==> config.mk <==
export PLATFORM = sky130hd
export DESIGN_NAME = llc_flush_sequencer
export DESIGN_NICKNAME = d
export VERILOG_FILES = /design/src/rtl/llc_flush_sequencer_pkg.sv /design/src/rtl/llc_flush_counter.sv /design/src/rtl/llc_flush_sequencer.sv
export SDC_FILE = /design/constraint.sdc
export NUM_CORES = 1
export LEC_CHECK = 0
export CORE_ASPECT_RATIO = 2
export CORE_MARGIN = 4
export CORE_UTILIZATION = 40
export CTS_BUF_LIST = sky130_fd_sc_hd__clkbuf_16
export CTS_CLUSTER_SIZE = 40
export DETAILED_ROUTE_END_ITERATION = 10
export PLACE_DENSITY = 0.71
export SETUP_SLACK_MARGIN = 0.2
export SYNTH_ARGS = -nofsm -noshare
export SYNTH_HDL_FRONTEND = slang
export SYNTH_SLANG_ARGS = --single-unit
==> constraint.sdc <==
create_clock -name clk -period 2.1 [get_ports clk]
set_input_delay 0.21 -clock clk [delete_from_list [all_inputs] [get_ports clk]]
set_output_delay 0.21 -clock clk [all_outputs]
set_load 0.1 [all_outputs]
==> src/rtl/llc_flush_sequencer_pkg.sv <==
// Shared LLC geometry, index types and flush sequencer state encoding.
package llc_flush_sequencer_pkg;

  localparam int LLC_SETS = 256;
  localparam int LLC_WAYS = 16;

  typedef logic [$clog2(LLC_SETS)-1:0] llc_set_t;
  typedef logic [$clog2(LLC_WAYS)-1:0] llc_way_t;

  typedef enum logic [2:0] {
    FS_IDLE,
    FS_DRAIN,
    FS_ISSUE,
    FS_WAIT,
    FS_DONE
  } llc_flush_state_t;

endpackage

==> src/rtl/llc_flush_counter.sv <==
// Set-major / way-minor (set, way) walk counter with clear, advance and a
// flag marking the last pair of the walk.
module llc_flush_counter
  import llc_flush_sequencer_pkg::*;
#(
  parameter int SETS  = LLC_SETS,
  parameter int WAYS  = LLC_WAYS,
  parameter int SET_W = $clog2(SETS) + 1,
  parameter int WAY_W = $clog2(WAYS) + 1
) (
  input  logic             clk,
  input  logic             rst,
  input  logic             clr,
  input  logic             adv,
  output logic [SET_W-1:0] set_cnt,
  output logic [WAY_W-1:0] way_cnt,
  output logic             last_pair
);

  localparam logic [SET_W-1:0] SET_LAST = SET_W'(SETS - 1);
  localparam logic [WAY_W-1:0] WAY_LAST = WAY_W'(WAYS - 1);
  localparam logic [SET_W-1:0] SET_ONE  = SET_W'(1);
  localparam logic [WAY_W-1:0] WAY_ONE  = WAY_W'(1);

  always_ff @(posedge clk or negedge rst) begin
    if (!rst) begin
      set_cnt <= '0;
      way_cnt <= '0;
    end else if (clr) begin
      set_cnt <= '0;
      way_cnt <= '0;
    end else if (adv) begin
      if (way_cnt == WAY_LAST) begin
        way_cnt <= '0;
        set_cnt <= set_cnt + SET_ONE;
      end else begin
        way_cnt <= way_cnt + WAY_ONE;
      end
    end
  end

  // Advancing from this pair lands the set counter on its terminal value SETS.
  assign last_pair = (set_cnt == SET_LAST) && (way_cnt == WAY_LAST);

endmodule

==> src/rtl/llc_flush_sequencer.sv <==
// Walks every (set, way) of the LLC for one reset/flush command, issuing one
// grant-gated line op per pair and returning a done handshake at the end.
module llc_flush_sequencer
  import llc_flush_sequencer_pkg::*;
#(
  parameter int SETS  = LLC_SETS,
  parameter int WAYS  = LLC_WAYS,
  parameter int SET_W = $clog2(SETS) + 1,
  parameter int WAY_W = $clog2(WAYS) + 1
) (
  input  logic             clk,
  input  logic             rst,
  input  logic             rst_tb_valid,
  input  logic             rst_tb_mode,
  output logic             rst_tb_ready,
  input  logic             mshr_idle,
  input  logic             grant,
  output logic             op_valid,
  output logic [SET_W-2:0] op_set,
  output logic [WAY_W-2:0] op_way,
  output logic             op_wb,
  input  logic             op_done,
  output logic             ongoing_flush,
  output logic [SET_W-1:0] flush_set,
  output logic [WAY_W-1:0] flush_way,
  output logic             rst_tb_done_valid,
  input  logic             rst_tb_done_ready
);

  llc_flush_state_t state_q, state_d;
  logic mode_q;
  logic cnt_clr, cnt_adv, last_pair, accept, done_hs;

  llc_flush_counter #(
    .SETS (SETS),
    .WAYS (WAYS),
    .SET_W(SET_W),
    .WAY_W(WAY_W)
  ) u_cnt (
    .clk      (clk),
    .rst      (rst),
    .clr      (cnt_clr),
    .adv      (cnt_adv),
    .set_cnt  (flush_set),
    .way_cnt  (flush_way),
    .last_pair(last_pair)
  );

  always_ff @(posedge clk or negedge rst) begin
    if (!rst) begin
      state_q       <= FS_IDLE;
      mode_q        <= 1'b0;
      ongoing_flush <= 1'b0;
    end else begin
      state_q <= state_d;
      if (accept) begin
        mode_q        <= rst_tb_mode;
        ongoing_flush <= 1'b1;
      end else if (done_hs) begin
        mode_q        <= 1'b0;
        ongoing_flush <= 1'b0;
      end
    end
  end

  always_comb begin
    state_d      = state_q;
    rst_tb_ready = 1'b0;
    cnt_clr      = 1'b0;
    cnt_adv      = 1'b0;
    accept       = 1'b0;
    done_hs      = 1'b0;
    unique case (state_q)
      FS_IDLE: begin
        rst_tb_ready = rst_tb_valid;
        if (rst_tb_valid) begin
          accept  = 1'b1;
          cnt_clr = 1'b1;
          state_d = FS_DRAIN;
        end
      end
      FS_DRAIN: if (mshr_idle) state_d = FS_ISSUE;
      FS_ISSUE: if (grant) state_d = FS_WAIT;
      FS_WAIT: begin
        if (op_done) begin
          cnt_adv = 1'b1;
          state_d = last_pair ? FS_DONE : FS_ISSUE;
        end
      end
      FS_DONE: begin
        if (rst_tb_done_ready) begin
          done_hs = 1'b1;
          cnt_clr = 1'b1;
          state_d = FS_IDLE;
        end
      end
      default: state_d = FS_IDLE;
    endcase
  end

  // Everything below depends only on registered state, never on grant/op_done.
  assign op_valid          = (state_q == FS_ISSUE);
  assign op_set            = flush_set[SET_W-2:0];
  assign op_way            = flush_way[WAY_W-2:0];
  assign op_wb             = mode_q;
  assign rst_tb_done_valid = (state_q == FS_DONE);

endmodule

==> key figures, run 1 <==
Timing
  – Period utilisation layout: 87.4%
  – Slew Viols, Final: 0
  – Fin. Hold Viols: 0
  – Fin worst setup slack: 0.265 ns
  – Setup-failing EPs final: 0
  – Setup tns final: 0 ns
  – F_max: 545 MHz
  – Tmin final: 1.84 ns
  – Clock Skew: 0.00157 ns
  – RSZ-0062 raised after global routing: false
  – Worst Max-Slew Pin Slew: 0.539 ns
  – Relative slew slack: 63.3%

Clock network
  – Max Root-Sink Buffers: 2
  – CTS buffer count: 3
  – Clock sinks: 19
  – Worst-skew pair later-pin latency: 0.25 ns
  – Clock Tree Root: clkbuf_16
  – CTS tree: built
  – CTS clk-pin slew, worst paths: 0.05 ns
  – H-tree levels: 1

Floorplan
  – Initial Util: 42.6%
  – Die area: 0.00398 mm^2
  – Die height: 85.3 um
  – Die width: 46.6 um
  – Ports: 39
  – Placeable Area: 0.00280 mm^2
  – Num rows: 27

Global route
  – Gr busiest metal: met2
  – Total gr overflow: 0
  – Met3 usage: 1.91%
  – GRT Overall Usage: 15.7%
  – First-pass GRT wire length: 4770 um
  – Met2 GRT Util: 26.6%
  – GRT met1 Usage: 18.8%
  – Pin count of the biggest net entering global routing: 20
  – Vias in the first global route: 1023
  – Antenna violations before repair: 0

Power and ir drop
  – Worst VDD drop: 1300 uV
  – Leakage: 0.687 nW
  – Int Pwr: 0.990 mW
  – Combinational power share: 55.9%
  – Power density cells: 1410 mW/mm^2
  – Clk pwr share: 17.6%
  – Sequential cell fraction of total power: 26.5%
  – Switching Fraction: 54.6%
  – Psw: 1.19 mW

Placement
  – Placer's final routability congestion estimate: 0.711
  – PortBufs: 38
  – Placed Cells: 172
  – DP HPWL: 2160 um
  – Pre-CTS setup slack: 0.350 ns

Layout
  – Most frequent cells in the layout: 30 x buf_4, 11 x dfrtp_1, 10 x o21ai_0, 9 x nand3_1, 9 x a21oi_1
  – Final-layout fill cell count: 252
  – P&R area growth vs syn: 29.9%
  – Nets: 159
  – Share of cells above drive strength 1: 36.1%
  – Commonest non-fill, non-tap cell in the layout: buf_4
  – Layout Cells excl Fill: 176
  – N_diodes: 0

Hold path
  – Hold Path Class: in2async

Route
  – Drt first pass iters: 5
  – # DRC: 0
  – Antenna Violating Nets Remaining: 0
  – Vias per cell: 5.86
  – Vias: 1032
  – Wire length per cell: 15.9 um
  – Iteration-0 DRC Markers: 22
  – WL final: 2810 um

Worst setup path
  – Crit Path Max Fanout: 11
  – R2r startpoint: u_cnt.way_cnt[1]
  – Crit start category: register
  – Crit path kind: reg2out
  – Worst R2R Path Depth: 5
  – R2R Setup Slk: 0.35 ns
  – Worst EP arrival: 1.63 ns
  – Crit. End Element: output pin
  – CP required: 1.89 ns
  – Worst reg2reg path endpoint: u_cnt.set_cnt[0]

Synth
  – Syn Nets: 133
  – Flops & latches, synth: 19
  – Syn Inst Count: 122
  – Netlist Area Pre-Place: 0.00119 mm^2
  – Synth area leaders: dfrtp_1 40%, buf_4 8.2%, mux2i_1 4.2%
  – Sequential fraction of the synthesis area: 39.8%
  – Synth area leader: dfrtp_1
  – Top cell type's share of synthesized area: 39.8%
  – YS warnings: 0
  – Yosys cell types: 40
  – Mapped Avg Cell Area: 9.78 um^2

Flow run
  – Max cap viols: 0

Run status
  – Outcome: completed
## layout make-up
cell class / instances / area, um^2 / share of cell area, %
multi-input cells: 80 / 579 / 37.4
clock buffers: 3 / 75.1 / 4.84
inverters: 4 / 15.0 / 0.969
well taps: 29 / 36.3 / 2.34
flip-flops and latches: 19 / 485 / 31.3
repair buffers: 40 / 355 / 22.9
clock inverters: 1 / 3.75 / 0.242
## metrics by stage
stage,util (%),power [mW],cell area [um^2],hold WS (ns)
floorplan,-,1.57,1210,-0.0856
global placement,52.4,1.78,1470,0.462
detailed placement,52.4,1.80,1470,0.475
CTS,55.3,2.19,1550,0.301
global route,55.3,2.27,1550,0.312
finish,55.3,2.18,1550,0.288
## synthesized netlist by cell type (all sizes together)
library cell and n:
nor4 2, and4b 2, o21ai 10, ha 3, and3 1, nand2b 1
mux2i 6, nor3b 1, a21o 1, a21oi 9, or3 3, o211ai 1
a22o 1, buf 17, or2 1, dfrtp 19, clkbuf 2, o21bai 2
a41oi 1, or2b 1, nand2 5, o31ai 1, nor3 1, nand4b 2
nand3b 1, a311oi 2, o32ai 1, nand3 9, a211o 1, inv 4
and4 1, nor2 5, or4 1, nand4 4
## metal layers
layer  part of all wire, %  up-vias
met4                   1.9        0
li1                      -      490
met2                    56       25
met5                     0        -
met1                    38      511
met3                   3.8        6
## critical path, stage by stage (launching register included)
cell and delay, ns:
dfrtp_1 0.52, or2_4 0.35, nor3b_4 0.29, buf_12 0.22
## registers in the layout (all words and copies together), names as in the netlist
register / flops
state_q: 3
u_cnt.way_cnt: 5
u_cnt.set_cnt: 9
op_wb: 1
ongoing_flush: 1
## worst max-delay path by stage
stage	start	end	slack (ns)
floorplan	state_q[1]	op_wb	0.06
global placement	op_done	u_cnt.set_cnt[3]	0.38
detailed placement	op_done	u_cnt.way_cnt[3]	0.35
CTS	state_q[0]	rst_tb_ready	0.26
global route	state_q[0]	rst_tb_ready	0.20
finish	state_q[0]	rst_tb_ready	0.26
## repair_timing
item | CTS | global route
hold buffers | 0 | 0
setup buffers | 0 | 0
resized for setup | 1 | 0
setup endpoints to repair | 1 | 0
## logic make-up after synthesis
group                      share of synthesized area (%)
and+or+nand+nor                                     23.0
AOI/OAI and AO/OA                                   16.1
buffers and inverters                               12.6
DFF                                                 39.8
muxes                                               5.35
adders and majority gates                           3.14
## power by group through the flow
| stage | sequential [mW] | clock [mW] | combinational (mW) |
|---|---|---|---|
| after floorplan | 0.872 | 0 | 0.701 |
| final | 0.576 | 0.384 | 1.22 |
| after detailed placement | 0.582 | 0 | 1.22 |
| after global placement | 0.572 | 0 | 1.21 |
| after global routing | 0.593 | 0.403 | 1.27 |
| after CTS | 0.577 | 0.387 | 1.23 |
No activity file was read; power rests on OpenSTA's default activity.
==> run 2, diff against run 1 <==
- PLACE_DENSITY: 0.71 -> 0.73
==> run 2 against run 1 <==
  * Global-route usage down 0.059 points
  * Via count down 2.5%
  * Combinational power about the same
  * Clock power up 4%
  * Worst setup slack better by 0.042 ns
  * Die area unchanged
  * Critical path type unchanged
  * Sequential cell count unchanged
  * Final area up 0.65%
==> key figures, run 2 (synthesis gave the netlist of run 1 again) <==
Run status
  – Outcome: completed

Worst setup path
  – Worst EP arrival: 1.58 ns (-0.05 ns)
  – Crit start category: register
  – Crit Path Max Fanout: 10 (-1)
  – Crit. End Element: output pin
  – Crit path kind: reg2out
  – CP required: 1.89 ns (about the same)
  – CP max stage delay: 0.48 ns (-0.04 ns)
  – CP Cell Sequence: or2_4 -> nor3b_4 -> buf_12
  – Worst path slowest cell: dfrtp_1

Floorplan
  – Ports: 39 (unchanged)
  – Num rows: 27 (unchanged)
  – Die width: 46.6 um (unchanged)
  – Die height: 85.3 um (unchanged)
  – Initial Util: 42.6% (unchanged)
  – Die area: 0.00398 mm^2 (unchanged)
  – Placeable Area: 0.00280 mm^2 (unchanged)

Layout
  – Most frequent cells in the layout: 31 x buf_4, 10 x o21ai_0, 10 x dfrtp_1
  – Layout Cells excl Fill: 177 (+0.57%)
  – N_diodes: 0 (unchanged)
  – Biggest regs: u_cnt.set_cnt (9), u_cnt.way_cnt (5), state_q (3)
  – Max reg flops: 9 (unchanged)
  – Commonest non-fill, non-tap cell in the layout: buf_4
  – Post-layout util: 55.6% (+0.36 points)
  – Biggest register: u_cnt.set_cnt
  – P&R area growth vs syn: 30.7%
  – Share of cells above drive strength 1: 37.8% (+1.8 points)
  – Final-layout fill cell count: 260 (+3.2%)
  – Design Area, Final: 0.00156 mm^2 (+0.65%)
  – Nets: 160 (+0.63%)

Timing
  – Setup tns final: 0 ns (unchanged)
  – Tmin final: 1.79 ns (-0.0417 ns)
  – F_max: 558 MHz (+2.3%)
  – Period utilisation layout: 85.4% (-2.0 points)
  – Fin. Hold Viols: 0 (unchanged)
  – Fin worst setup slack: 0.306 ns (+0.0417 ns)
  – Clock Skew: 0.00229 ns (+0.000724 ns)
  – Setup-failing EPs final: 0 (unchanged)
  – Slew Viols, Final: 0 (unchanged)
  – Relative slew slack: 66.4% (+3.1 points)
  – RSZ-0062 raised after global routing: false
  – Worst Max-Slew Pin Slew: 0.494 ns (-0.0459 ns)

Global route
  – Total gr overflow: 0 (unchanged)
  – First-pass GRT wire length: 4680 um (-1.9%)
  – Pin count of the biggest net entering global routing: 14 (-30%)
  – GRT Overall Usage: 15.7% (-0.059 points)
  – Antenna violations before repair: 0 (unchanged)
  – Vias in the first global route: 993 (-2.9%)

Route
  – WL final: 2810 um (about the same)
  – Iteration-0 DRC Markers: 24 (+9.1%)
  – Vias per cell: 5.68 (-3.1%)
  – # DRC: 0 (unchanged)
  – Antenna Violating Nets Remaining: 0 (unchanged)
  – Wire length per cell: 15.9 um (-0.60%)
  – Drt first pass iters: 4 (-1)
  – Vias: 1006 (-2.5%)

Hold path
  – Hold Path Class: in2async

Clock network
  – H-tree levels: 1 (unchanged)
  – Post-CTS Hold Fix Bufs: 0 (unchanged)
  – Max Root-Sink Buffers: 2 (unchanged)
  – Clock Tree Root: clkbuf_16
  – CTS buffer count: 3 (unchanged)
  – Clock sinks: 19 (unchanged)
  – CTS clk-pin slew, worst paths: 0.06 ns (about the same)
  – CTS tree: built
  – Worst-skew pair later-pin latency: 0.25 ns (about the same)

Power and ir drop
  – Worst VDD drop: 976 uV (-25%)
  – Leakage: 0.689 nW (+0.26%)
  – Power density cells: 1410 mW/mm^2 (+0.31%)

Placement
  – Pre-CTS setup slack: 0.315 ns (-0.0358 ns)
  – PortBufs: 38 (unchanged)
  – Placer's final routability congestion estimate: 0.752 (+5.7%)
  – Placed cell area: 0.00147 mm^2 (unchanged)
  – DP HPWL: 2200 um (+2.0%)
  – Placed Cells: 172 (unchanged)

Flow run
  – Max cap viols: 0 (unchanged)
run 2: worst max-delay path: cells and delay by family (launching register included):
kind                   cells  cell delay, ns
and+or+nand+nor            2            0.63
DFF                        1            0.48
buffers and inverters      1            0.22
run 2: final timing paths:
path,slack (ns),startpoint,end,cells after the start
hold / removal,0.29,rst,u_cnt.set_cnt[8],1
hold reg to reg,0.48,ongoing_flush,ongoing_flush,1
setup reg to reg,0.41,u_cnt.way_cnt[0],u_cnt.set_cnt[6],5
setup / recovery,0.31,state_q[1],rst_tb_ready,3
max in group asynchronous,1.28,rst,state_q[0],2
min in group clk,0.48,ongoing_flush,ongoing_flush,1
run 2: power by group:
group          leakage (nW)  internal, mW  switching, mW
clock network        0.0409         0.256          0.144
logic                 0.413         0.297          0.924
registers             0.235         0.443          0.135
run 2: layout make-up:
type / count / area (um^2) / share of cell area [%]
multi-input combinational: 80 / 579 / 37.1
inverter: 4 / 15.0 / 0.962
tap: 29 / 36.3 / 2.33
clock buffer: 3 / 75.1 / 4.81
timing repair buffer: 41 / 363 / 23.3
sequential: 19 / 487 / 31.2
clock inverter: 1 / 5.00 / 0.321
run 2: metrics by stage:
step                      hold slack (ns)  power (mW)
after floorplan                   -0.0856        1.57
after global placement              0.468        1.78
final                               0.288        2.20
after CTS                           0.304        2.21
after detailed placement            0.477        1.80
after global routing                0.333        2.29
run 2: per-layer routing:
layer | global-route usage (%) | routed length (um) | share of wire, %
met1 | 16.4 | 1000 | 36
met2 | 28.6 | 1620 | 58
met3 | 2.12 | 127 | 4.5
met4 | 6.80 | 59 | 2.1
met5 | 0 | 0 | 0
run 2: timing repair:
action	CTS	global route
buffers inserted	0	1
gates resized for setup	1	1
gates cloned	0	0
endpoints found under the setup margin	1	2
pin swaps	0	1
==> run 3, diff against run 2 <==
- ABC_AREA: unset -> 1
- CORE_ASPECT_RATIO: 2 -> 1.5
- PLACE_DENSITY: 0.73 -> 0.72
==> run 3 against run 2 <==
  * Clock power down 6.8%
  * Cell count up 33%
  * Sequential share of layout area down 1.1 points
  * Largest cell class unchanged
  * Utilization down 0.88 points
  * Critical path depth up 1
  * Critical endpoint unchanged
  * Register-to-register slack better by 0.12 ns
  * Clock skew up 0.0017 ns
==> key figures, run 3 <==
Route
  – Met1 WL: 1050 um (+5.1%)
  – Met2 WL: 1340 um (-17%)
  – Vias: 1166 (+16%)
  – WL met3: 205 um (+61%)
  – Antenna Violating Nets Remaining: 0 (unchanged)
  – Vias per cell: 4.96 (-13%)
  – Drt first pass iters: 4 (unchanged)
  – Iteration-0 DRC Markers: 26 (+8.3%)
  – WL final: 2700 um (-3.9%)
  – # DRC: 0 (unchanged)
  – Uppermost routed layer: met4
  – Wire length per cell: 11.5 um (-28%)

Worst setup path
  – Crit. End Element: output pin
  – Crit Path Max Fanout: 6 (-4)
  – Worst path slowest cell: dfrtp_1
  – CP Cell Sequence: nor2_2 -> nand3_2 -> inv_1 -> buf_12
  – CP required: 1.89 ns (about the same)
  – CP Buf/Inv Count: 2 (+1)
  – Crit path kind: reg2out
  – Crit start category: register
  – CP max stage delay: 0.45 ns (-0.03 ns)
  – Worst EP arrival: 1.46 ns (-0.12 ns)
  – Critical path's top delay family: flip-flops

Clock network
  – CTS buffer count: 3 (unchanged)
  – CTS clk-pin slew, worst paths: 0.05 ns (about the same)
  – Max Root-Sink Buffers: 2 (unchanged)
  – H-tree levels: 1 (unchanged)
  – Post-CTS Hold Fix Bufs: 0 (unchanged)
  – CTS tree: built
  – Clock sinks: 19 (unchanged)
  – PostCTS Resize Cnt: 0 (-1)
  – Post-CTS Setup Inserts: 0 (unchanged)
  – Clock Tree Root: clkbuf_16
  – Worst-skew pair later-pin latency: 0.25 ns (about the same)

Synth
  – Flops & latches, synth: 19 (unchanged)
  – Sequential fraction of the synthesis area: 38.0% (-1.8 points)
  – Mapped Avg Cell Area: 7.45 um^2 (-24%)
  – Async set or reset register ratio after synthesis: 100% (unchanged)
  – Commonest cells post-synth: 44 x nand2_1, 22 x inv_1, 19 x dfrtp_1
  – Synth area leaders: dfrtp_1 38%, nand2_1 13%, buf_4 7.2%
  – Synth area leader: dfrtp_1
  – Yosys cell types: 27 (-33%)
  – Syn Inst Count: 168 (+38%)
  – Most frequent cell after synthesis: nand2_1
  – Post-synth EDFFs: 0 (unchanged)
  – Netlist Area Pre-Place: 0.00125 mm^2 (+4.8%)
  – Top cell type's share of synthesized area: 38.0% (-1.8 points)
  – YS warnings: 0 (unchanged)
  – Syn Nets: 179 (+35%)
  – Synth Flop Type: dfrtp_1

Layout
  – Most frequent cells in the layout: 44 x nand2_1, 30 x buf_4, 23 x inv_1, 17 x nand3_1, 13 x nor2_1
  – Share of cells above drive strength 1: 28.1% (-9.8 points)
  – Max reg flops: 9 (unchanged)
  – Nets: 208 (+30%)
  – Biggest regs: u_cnt.set_cnt (9), u_cnt.way_cnt (5), state_q (3)
  – Post-layout util: 54.8% (-0.88 points)
  – Multi-input combinational cell area: 573 um^2 (-1.1%)
  – Commonest non-fill, non-tap cell in the layout: nand2_1
  – Biggest register: u_cnt.set_cnt
  – Final-layout fill cell count: 288 (+11%)
  – Sequential Area: 485 um^2 (-0.26%)
  – N_diodes: 0 (unchanged)
  – P&R area growth vs syn: 28.8%

Timing
  – Slew Viols, Final: 0 (unchanged)
  – Fin worst setup slack: 0.428 ns (+0.122 ns)
  – Setup tns final: 0 ns (unchanged)
  – Period utilisation layout: 79.6% (-5.8 points)
  – Worst Max-Slew Pin Slew: 0.348 ns (-0.146 ns)
  – Clock Skew: 0.00397 ns (+0.00168 ns)
  – Setup-failing EPs final: 0 (unchanged)
  – RSZ-0062 raised after global routing: false
  – Fin. Hold Viols: 0 (unchanged)
  – Tmin final: 1.67 ns (-0.122 ns)
  – Hold slack: 0.299 ns (+0.0108 ns)
  – Relative slew slack: 76.8% (+10 points)
  – F_max: 598 MHz (+7.3%)

Placement
  – DP HPWL: 2150 um (-2.4%)
  – Pre-CTS setup slack: 0.543 ns (+0.228 ns)
  – Placer's final routability congestion estimate: 0.843 (+12%)
  – PortBufs: 38 (unchanged)

Global route
  – Total gr overflow: 0 (unchanged)
  – Antenna violations before repair: 0 (unchanged)
  – GRT Overall Usage: 14.8% (-0.81 points)
  – Pin count of the biggest net entering global routing: 20 (+6)
  – First-pass GRT wire length: 4730 um (+1.2%)
  – Vias in the first global route: 1113 (+12%)

Floorplan
  – Ports: 39 (unchanged)
  – Die area: 0.00411 mm^2 (+3.3%)
  – Die height: 76.5 um (-10%)
  – Die width: 53.7 um (+15%)
  – Placeable Area: 0.00294 mm^2 (+5.0%)
  – Num rows: 24 (-11%)
  – Initial Util: 42.5% (-0.053 points)

Run status
  – Outcome: completed

Power and ir drop
  – Power density cells: 1320 mW/mm^2 (-6.1%)
  – Leakage: 0.835 nW (+21%)
  – Worst VDD drop: 1010 uV (+3.2%)

Hold path
  – Hold Path Class: in2async

Flow run
  – Max cap viols: 0 (unchanged)
run 3: cell type report:
| type | count | area share [%] |
|---|---|---|
| Multi-Input combinational cell | 110 | 35.6 |
| Sequential cell | 19 | 30.1 |
| Timing Repair Buffer | 39 | 20.8 |
| Inverter | 24 | 5.59 |
| Clock buffer | 3 | 4.66 |
| Tap cell | 39 | 3.03 |
| Clock inverter | 1 | 0.233 |
run 3: metal layers:
metal,global-route usage (%),vias to the layer above
met2,24.5,60
met1,17.4,515
met4,7.67,0
met3,2.54,12
li1,-,579
met5,0,-
run 3: metrics by stage:
| stage | power (mW) | std cells | cell area (um^2) |
|---|---|---|---|
| 4_1_cts | 2.16 | 235 | 1610 |
| 3_5_place_dp | 1.77 | 231 | 1530 |
| 2_1_floorplan | 1.54 | 168 | 1270 |
| 3_3_place_gp | 1.76 | 231 | 1530 |
| 6_report | 2.13 | 235 | 1610 |
| 5_1_grt | 2.26 | 235 | 1610 |
run 3: logic make-up after synthesis:
| kind of cell | count (synthesis) | share of synthesized area (%) |
|---|---|---|
| adder cells (fa/ha/maj) | 3 | 3.00 |
| XOR/XNOR | 2 | 1.40 |
| AO/OA/AOI/OAI | 18 | 8.60 |
| AND/OR/NAND/NOR | 87 | 32.4 |
| flip-flops | 19 | 38.0 |
| buffers and inverters | 39 | 16.6 |
run 3: worst paths after layout:
check / slack, ns / depth (start not counted) / end / from
max reg2reg: 0.53 / 11 / state_q[1] / u_cnt.set_cnt[0]
min in group clk: 0.48 / 2 / ongoing_flush / ongoing_flush
min: 0.30 / 2 / u_cnt.set_cnt[6] / rst
max: 0.43 / 4 / rst_tb_ready / state_q[2]
max in group asynchronous: 1.58 / 2 / u_cnt.set_cnt[4] / rst
min reg2reg: 0.48 / 2 / ongoing_flush / ongoing_flush
run 3: power by group:
| part | switching [mW] | leakage (nW) | internal (mW) |
|---|---|---|---|
| sequential | 0.107 | 0.238 | 0.433 |
| clock | 0.120 | 0.0423 | 0.252 |
| combinational | 0.932 | 0.554 | 0.289 |
| total | 1.16 | 0.835 | 0.974 |
